$ cat src/rtl/stopwatch_pkg.sv
// Shared constants for the stopwatch controller: state encoding, button indices, defaults.
package stopwatch_pkg;

  typedef enum logic [1:0] {
    ST_IDLE = 2'b00,
    ST_RUN  = 2'b01,
    ST_LAP  = 2'b10
  } state_t;

  localparam int unsigned BTN_CLR   = 0;
  localparam int unsigned BTN_START = 1;
  localparam int unsigned BTN_STOP  = 2;
  localparam int unsigned BTN_LAP   = 3;

  localparam int unsigned TICK_DIV_DEF = 100000;
  localparam int unsigned DEBOUNCE_DEF = 1000000;

  // RUN and LAP both keep the prescaler running.
  function automatic logic is_active(state_t s);
    return (s == ST_RUN) || (s == ST_LAP);
  endfunction

endpackage

$ cat src/rtl/stopwatch_ctrl_btn_debounce.sv
// One button input path: 2-flop synchronizer, debounce counter, registered rising-edge press.
module btn_debounce #(
  parameter int unsigned DEBOUNCE = 1000000
) (
  input  logic clk,
  input  logic rst,
  input  logic raw,
  output logic level,
  output logic press
);

  localparam int unsigned CW = (DEBOUNCE > 1) ? $clog2(DEBOUNCE) : 1;

  logic          sync1;
  logic          sync2;
  logic          level_d;
  logic [CW-1:0] cnt;

  // Bring the asynchronous button into the clk domain.
  always_ff @(posedge clk) begin
    if (rst) begin
      sync1 <= 1'b0;
      sync2 <= 1'b0;
    end else begin
      sync1 <= raw;
      sync2 <= sync1;
    end
  end

  // Flip the debounced level after DEBOUNCE consecutive disagreeing cycles.
  always_ff @(posedge clk) begin
    if (rst) begin
      cnt   <= '0;
      level <= 1'b0;
    end else if (sync2 != level) begin
      if (cnt == CW'(DEBOUNCE - 1)) begin
        level <= ~level;
        cnt   <= '0;
      end else begin
        cnt <= cnt + CW'(1);
      end
    end else begin
      cnt <= '0;
    end
  end

  // Single-cycle press on the debounced rising edge; releases are ignored.
  always_ff @(posedge clk) begin
    if (rst) begin
      level_d <= 1'b0;
      press   <= 1'b0;
    end else begin
      level_d <= level;
      press   <= level & ~level_d;
    end
  end

endmodule

$ cat src/rtl/stopwatch_ctrl.sv
// Stopwatch sequencing controller: button conditioning, IDLE/RUN/LAP FSM, count-tick prescaler.
module stopwatch_ctrl
  import stopwatch_pkg::*;
#(
  parameter int unsigned TICK_DIV = TICK_DIV_DEF,
  parameter int unsigned DEBOUNCE = DEBOUNCE_DEF
) (
  input  logic       clk,
  input  logic       rst,
  input  logic [3:0] btn,
  output logic       cnt_en,
  output logic       cnt_clr,
  output logic       lap_load,
  output logic       disp_lap,
  output logic [1:0] state_o
);

  localparam int unsigned PW = (TICK_DIV > 2) ? $clog2(TICK_DIV) : 1;

  state_t        state;
  state_t        state_next;
  logic [PW-1:0] presc;
  logic [3:0]    press;
  logic [3:0]    level_unused;
  logic          tick;
  logic          p_clr;
  logic          p_start;
  logic          p_stop;
  logic          p_lap;
  logic          cnt_en_c;
  logic          cnt_clr_c;
  logic          lap_load_c;
  logic          disp_lap_c;

  for (genvar i = 0; i < 4; i++) begin : g_btn
    btn_debounce #(.DEBOUNCE(DEBOUNCE)) u_db (
      .clk   (clk),
      .rst   (rst),
      .raw   (btn[i]),
      .level (level_unused[i]),
      .press (press[i])
    );
  end

  assign p_clr   = press[BTN_CLR];
  assign p_start = press[BTN_START];
  assign p_stop  = press[BTN_STOP];
  assign p_lap   = press[BTN_LAP];
  assign tick    = is_active(state) && (presc == PW'(TICK_DIV - 1));
  assign state_o = state;

  // State register.
  always_ff @(posedge clk) begin
    if (rst) state <= ST_IDLE;
    else     state <= state_next;
  end

  // Next state; clear > stop > start > lap, lower presses are dropped.
  always_comb begin
    state_next = state;
    case (state)
      ST_IDLE: begin
        if (!p_clr && !p_stop && p_start) state_next = ST_RUN;
      end
      ST_RUN: begin
        if (p_clr || p_stop)      state_next = ST_IDLE;
        else if (!p_start && p_lap) state_next = ST_LAP;
      end
      ST_LAP: begin
        if (p_clr || p_stop)      state_next = ST_IDLE;
        else if (!p_start && p_lap) state_next = ST_RUN;
      end
      default: state_next = ST_IDLE;
    endcase
  end

  // Output decode; pulses are registered below so they land one cycle after the cause.
  always_comb begin
    cnt_en_c   = 1'b0;
    cnt_clr_c  = 1'b0;
    lap_load_c = 1'b0;
    disp_lap_c = (state_next == ST_LAP);
    case (state)
      ST_IDLE: begin
        cnt_clr_c = p_clr;
        cnt_en_c  = !p_clr && !p_stop && !p_start && p_lap;
      end
      ST_RUN, ST_LAP: begin
        cnt_clr_c  = p_clr;
        cnt_en_c   = tick && !p_clr && !p_stop;
        lap_load_c = (state == ST_RUN) && !p_clr && !p_stop && !p_start && p_lap;
      end
      default: ;
    endcase
  end

  // Output registers.
  always_ff @(posedge clk) begin
    if (rst) begin
      cnt_en   <= 1'b0;
      cnt_clr  <= 1'b0;
      lap_load <= 1'b0;
      disp_lap <= 1'b0;
    end else begin
      cnt_en   <= cnt_en_c;
      cnt_clr  <= cnt_clr_c;
      lap_load <= lap_load_c;
      disp_lap <= disp_lap_c;
    end
  end

  // Prescaler: free-runs through RUN/LAP, parked at 0 otherwise so RUN entry is phase-aligned.
  always_ff @(posedge clk) begin
    if (rst) begin
      presc <= '0;
    end else if (is_active(state) && is_active(state_next)) begin
      presc <= tick ? '0 : presc + PW'(1);
    end else begin
      presc <= '0;
    end
  end

endmodule

$ cat config.mk
export PLATFORM = sky130hd
export DESIGN_NAME = stopwatch_ctrl
export DESIGN_NICKNAME = d
export VERILOG_FILES = /design/src/rtl/stopwatch_pkg.sv /design/src/rtl/stopwatch_ctrl_btn_debounce.sv /design/src/rtl/stopwatch_ctrl.sv
export SDC_FILE = /design/constraint.sdc
export NUM_CORES = 1
export LEC_CHECK = 0
export BUFFER_PORTS_ARGS = -buffer_cell sky130_fd_sc_hd__buf_2
export CORE_UTILIZATION = 44
export CTS_CLUSTER_DIAMETER = 80
export CTS_CLUSTER_SIZE = 28
export DETAILED_ROUTE_END_ITERATION = 16
export PLACE_DENSITY = 0.55
export RECOVER_POWER = 25
export SYNTH_ARGS = -nofsm -noshare
export SYNTH_HDL_FRONTEND = slang
export SYNTH_HIERARCHICAL = 1
export SYNTH_SLANG_ARGS = --single-unit
$ cat constraint.sdc
create_clock -name clk -period 5.2 [get_ports clk]
set_input_delay 0.52 -clock clk [delete_from_list [all_inputs] [get_ports clk]]
set_output_delay 0.52 -clock clk [all_outputs]
set_load 0.05 [all_outputs]
* After elaboration in Yosys (flattened, before gate mapping)
Index checks and enable logic that the tools add are counted.
** Word-level totals
- Output and inout bits :: 6
- Register bits :: 123
- Bits of input ports :: 6
** Operators by class
- Add/subtract/negate cells :: 5
- Reductions and logical operators :: 33
- Eq/ne operators :: 13
- Bitwise gates (word level) :: 19
- Multiplexer cells :: 7
** Operators with widths (number)
- $add 20x1->20 const B :: 4
- $eq 20x20->1 const B :: 4
- $reduce_or 3->1 :: 6
- $add 17x1->17 const B :: 1
- $eq 17x17->1 const B :: 1
- $not 1->1 :: 15
- $logic_and 1x1->1 :: 13
- $mux 2 :: 5
- $reduce_and 2->1 :: 4
- $pmux 2 s3 :: 1
- $reduce_or 2->1 :: 3
- $and 1x1->1 :: 4
- $eq 2x1->1 const B :: 2
- $eq 2x2->1 const B :: 2
- $ne 1x1->1 :: 4
- $logic_not 1->1 :: 3
- $logic_or 1x1->1 :: 3
- $logic_not 2->1 :: 1
- $pmux 1 s2 :: 1

* Depth between registers and ports, before layout
- Word-level depth :: 10
- Gate-level depth with buffers :: 11

* Modules after synthesis
Netlist, hierarchy kept.
** Modules (own cells, without submodules)
- btn_debounce :: seq. area each 500.5 µm², area an instance 1062.3 µm², instances 4, cells each 115
- stopwatch_ctrl :: seq. area each 460.4 µm², area an instance 1108.6 µm², instances 1, cells each 126

* Least setup slack after synthesis
No wires, ideal clock.
- Path type :: reg2reg
- Start point :: register state[0], in the netlist state_o[0]
- End point :: register presc[10]
- Arrival :: 2.653 ns
- Slack :: 2.482 ns
- Required time :: 5.135 ns
- Path buffers :: 1
- Library setup time :: 0.065 ns
- Stages on the path, launching flop included :: 11
- Path through :: dfxtp_1 > inv_1 > ha_1 > a21o_1 > a22oi_1 > nor3_1 > ha_1 > or3b_1 > a31o_2 > clkbuf_1 > nor2_1
** Between the ends
- Elaborated cells between the ends (all ways) :: 17
- Classes of those cells :: eq/ne (4); mux (6); bitwise (1); reduce/logical (6)
** RTL lines
- start: declaration :: line stopwatch_ctrl.sv:20 : state_t state;
- start signal: assignment :: line stopwatch_ctrl.sv:55 : else state <= state_next;
- $eq 2x2->1 (tied with other cells) :: line stopwatch_ctrl.sv:61 : case (state)
- $pmux 2 s3 * :: line stopwatch_ctrl.sv:61
- net state_next[1] :: line stopwatch_ctrl.sv:21 : state_t state_next;
- $eq 2x1->1 or $eq 2x2->1 (tied branches) :: line stopwatch_pkg.sv:20 : return (s == ST_RUN) || (s == ST_LAP);
- $logic_or 1x1->1 * :: line stopwatch_pkg.sv:20
- $logic_and 1x1->1 * :: line stopwatch_ctrl.sv:116 : end else if (is_active(state) && is_active(state_next)) begin
- $not 1->1 (no line) *
- $reduce_or 3->1 (no line) *
- end signal: assignment :: line stopwatch_ctrl.sv:117 : presc <= tick ? '0 : presc + PW'(1);
- end: declaration :: line stopwatch_ctrl.sv:22 : logic [PW-1:0] presc;
Mark *: on every way through the listed nets, which the timed path passes. The rest lies on a longest branch.
A chain may end at the register's enable or synchronous reset.

* Final worst setup path
- Start point :: register state[0], in the netlist state_o[0]
- End point :: register presc[15]
Same word-level chain as after synthesis.

==> key figures <==
Placed design
  • Post-DP HPWL: 6490 µm
  • Number of port buffers: 11
  • Global placer's final weighted congestion: 0.743

Floorplanning
  • Horiz. Die Dim: 112 µm
  • Area of the core region: 11700 µm²
  • Number of ports placed on the die boundary: 12
  • Number of core rows: 39
  • Effective utilization at floorplan: 0.459
  • Die Outline Area: 12600 µm²
  • Die height: 112 µm

Final layout
  • Synthesis-to-finish area growth: 13.9%
  • Fill cell count: 1084
  • Number of nets in the final layout: 627
  • Share of layout cells above drive strength 1: 0.0947
  • Inserted Diodes: 0

Status
  • Violations in the final reports: DRC
  • Result of the run: finished with violations

Clocking
  • CTS root buffer: clkbuf_16
  • Post-cts gate resize count: 0
  • Maximum root-to-sink buffer count: 2
  • Number of buffers added by the clock tree synthesis step: 17
  • Clk_lat worst skew: 410 ps
  • Number of buffers added for setup after CTS: 0
  • TritonCTS clock tree: built
  • Number of H-tree levels: 4
  • Post-CTS clock slew at the launch and capture registers of the worst setup and hold paths: 50 ps
  • CTS hold repair buffers: 0
  • Clock sinks: 123

Routing
  • Via/cell ratio: 5.26
  • Overall routed net length: 9640 µm
  • Total number of vias: 4032
  • # DRC: 1
  • First-pass iteration count of the detailed router: 10
  • Average wire per standard cell: 12.6 µm
  • DRC marker count from the first detailed-route iteration: 217
  • Post-DRT Antenna Nets: 0

STA
  • Number of slew-limit violations in the final report: 0
  • Final period utilization: 0.478
  • Max Fclk: 402 MHz
  • Worst-Margin Slew: 1260 ps
  • Hold violation total from the final report: 0
  • Shortest clock period the worst path allows after layout: 2480 ps
  • Total Negative Setup Slacks: 0 ps
  • Relative slew slack: 0.158
  • Worst clock skew: 7.35 ps
  • RSZ-0062 raised after global routing: no
  • Number of failing setup endpoints in the final timing report: 0

Power and ir drop
  • Static leakage: 1.78 nW
  • Worst vdd rail ir drop: 0.000215 V
  • Pwr/cell area: 343 nW/µm²
  • Overall Power: 2.09 mW

Min path
  • Hold WC Path Type: input pin to register
  • Hold Crit Endpoint: g_btn[0].u_db/sync1
  • Cells on Worst Hold Path: 2
  • Origin of the worst min-delay path: btn[0]

Synthesis
  • Syn Inst Count: 586
  • Number of library cell types mapped by synthesis: 40
  • Synth area leader: dfxtp_1
  • Share of the synthesized area in the top cell type: 0.460
  • Ranking of synthesized cells by area: dfxtp_1, xnor2_1, nor2_1
  • Syn nets: 602
  • Fraction of the yosys area taken by sequential cells: 0.460
  • Number of warnings issued by yosys: 6
  • Combined area of all synthesized cells: 5360 µm²
  • Post-synthesis average cell area: 9.14 µm²
  • Count leader, synth: dfxtp_1
  • Register bit count reported by yosys: 123
  • Share of flip-flops with an asynchronous set or reset: 0
  • Most used DFF post-synth: dfxtp_1
  • EDFF count, synth: 0
  • Leading post-synthesis cells by instance count: dfxtp_1, nor2_1, xnor2_1

Worst setup path
  • Reg-to-reg slack, setup: 2720 ps
  • Startpoint of the most critical setup path: state_o[0]
  • RR Startpoint: state_o[0]
  • WP buf/inv: 1
  • Standard cell with the maximum stage delay on the critical path: dfxtp_1
  • Chain of cells forming the critical path: inv_1 > ha_1 > a21o_1 > a22oi_1 > nor3_1 > ha_1 > or3b_1 > a31o_2 > a21oi_1
  • Worst r2r path cells: 9
  • CP required: 5540 ps
  • Cell family contributing the most delay on the critical path: compound AO/OA/AOI/OAI gates
  • CP arrival: 2830 ps
  • Maximum cell stage delay along the critical path: 440 ps
  • Critical Path End Type: register
  • Crit start category: register
  • Most frequent CP cell: ha_1
  • Highest fanout seen on the critical path: 15
  • Worst flop-to-flop path endpoint: presc[15]
  • Critical path start-end classification: register to register

Job
  • Count of maximum capacitance violations: 0

Global route
  • Number of global-route vias before repair: 3884
  • Combined global-route utilization of all metal layers: 0.174
  • Wire length of the first global-routing pass: 17600 µm
  • Largest net degree at the start of global routing: 30
  • Number of antenna violations at the first check in global routing: 0
  • Overflow left after global routing: 0
-- worst max-delay path by stage --
stage / to / slack (ps) / depth (start not counted)
floorplan: presc[10] / 2480 / 10
global placement: presc[15] / 2890 / 9
detailed placement: presc[15] / 2750 / 9
CTS: presc[15] / 2740 / 9
global route: presc[12] / 2560 / 10
finish: presc[15] / 2720 / 9
-- final cells by class --
type | instances | area, µm² | share of cell area
timing repair buffer | 11 | 46.3 | 0.00758
clock buffer | 23 | 478 | 0.0783
inverter | 33 | 124 | 0.0203
sequential | 123 | 2460 | 0.403
clock inverter | 8 | 92.6 | 0.0152
multi-input combinational | 425 | 2720 | 0.446
tap | 143 | 179 | 0.0293
-- state kept, by name (all words and copies together) (netlist names) --
signal and cells:
lap_load 1, state_o 2, g_btn.u_db/sync2 4, g_btn.u_db/cnt 80, g_btn.u_db/level 4, cnt_clr 1
cnt_en 1, g_btn.u_db/level_d 4, g_btn.u_db/sync1 4, g_btn.u_db/press 4, presc 17, disp_lap 1
-- layout by cell type (no fill, tap or decap), drive strengths merged, types with 5 or more instances in the layout --
| cell | instances |
|---|---|
| a21oi | 11 |
| nand4 | 25 |
| nor4 | 27 |
| xor2 | 8 |
| nand3 | 31 |
| xnor2 | 70 |
| nand2 | 27 |
| clkbuf | 30 |
| nor2 | 107 |
| nor2b | 18 |
| nor3 | 21 |
| or3 | 5 |
| inv | 33 |
| or4b | 12 |
| a31o | 5 |
| o21ai | 14 |
| ha | 10 |
| or4 | 9 |
| dfxtp | 123 |
| clkinv | 5 |
-- power breakdown --
group	switching (mW)	leakage, nW	internal (mW)
Combinational	0.0117	0.510	0.00542
Sequential	0.00206	0.992	0.948
Clock	0.392	0.283	0.735
-- logic make-up after synthesis --
logic type                 Yosys count  synth area share
buffers and inverters               38            0.0322
and+or+nand+nor                    289             0.290
xor gates and xnor gates            78             0.128
DFF                                123             0.460
adders and majority gates           10            0.0234
AOI/OAI and AO/OA                   48            0.0670
-- metrics by stage --
step / instances / instance area, µm² / hold WS (ps) / setup WS, ps / util
3_5_place_dp: 735 / 5540 / 375 / 2750 / 0.475
6_report: 766 / 6100 / 326 / 2720 / 0.523
2_1_floorplan: 586 / 5360 / 367 / 2480 / -
3_3_place_gp: 735 / 5540 / 372 / 2890 / 0.475
4_1_cts: 766 / 6110 / 307 / 2740 / 0.524
5_1_grt: 766 / 6100 / 341 / 2560 / 0.523
-- per-layer routing --
metal  share of wire  track usage
met5               0            0
met4           0.024        0.105
met3           0.026       0.0410
met2            0.44        0.268
met1            0.51        0.222
Power figures use the tool's default switching activity.
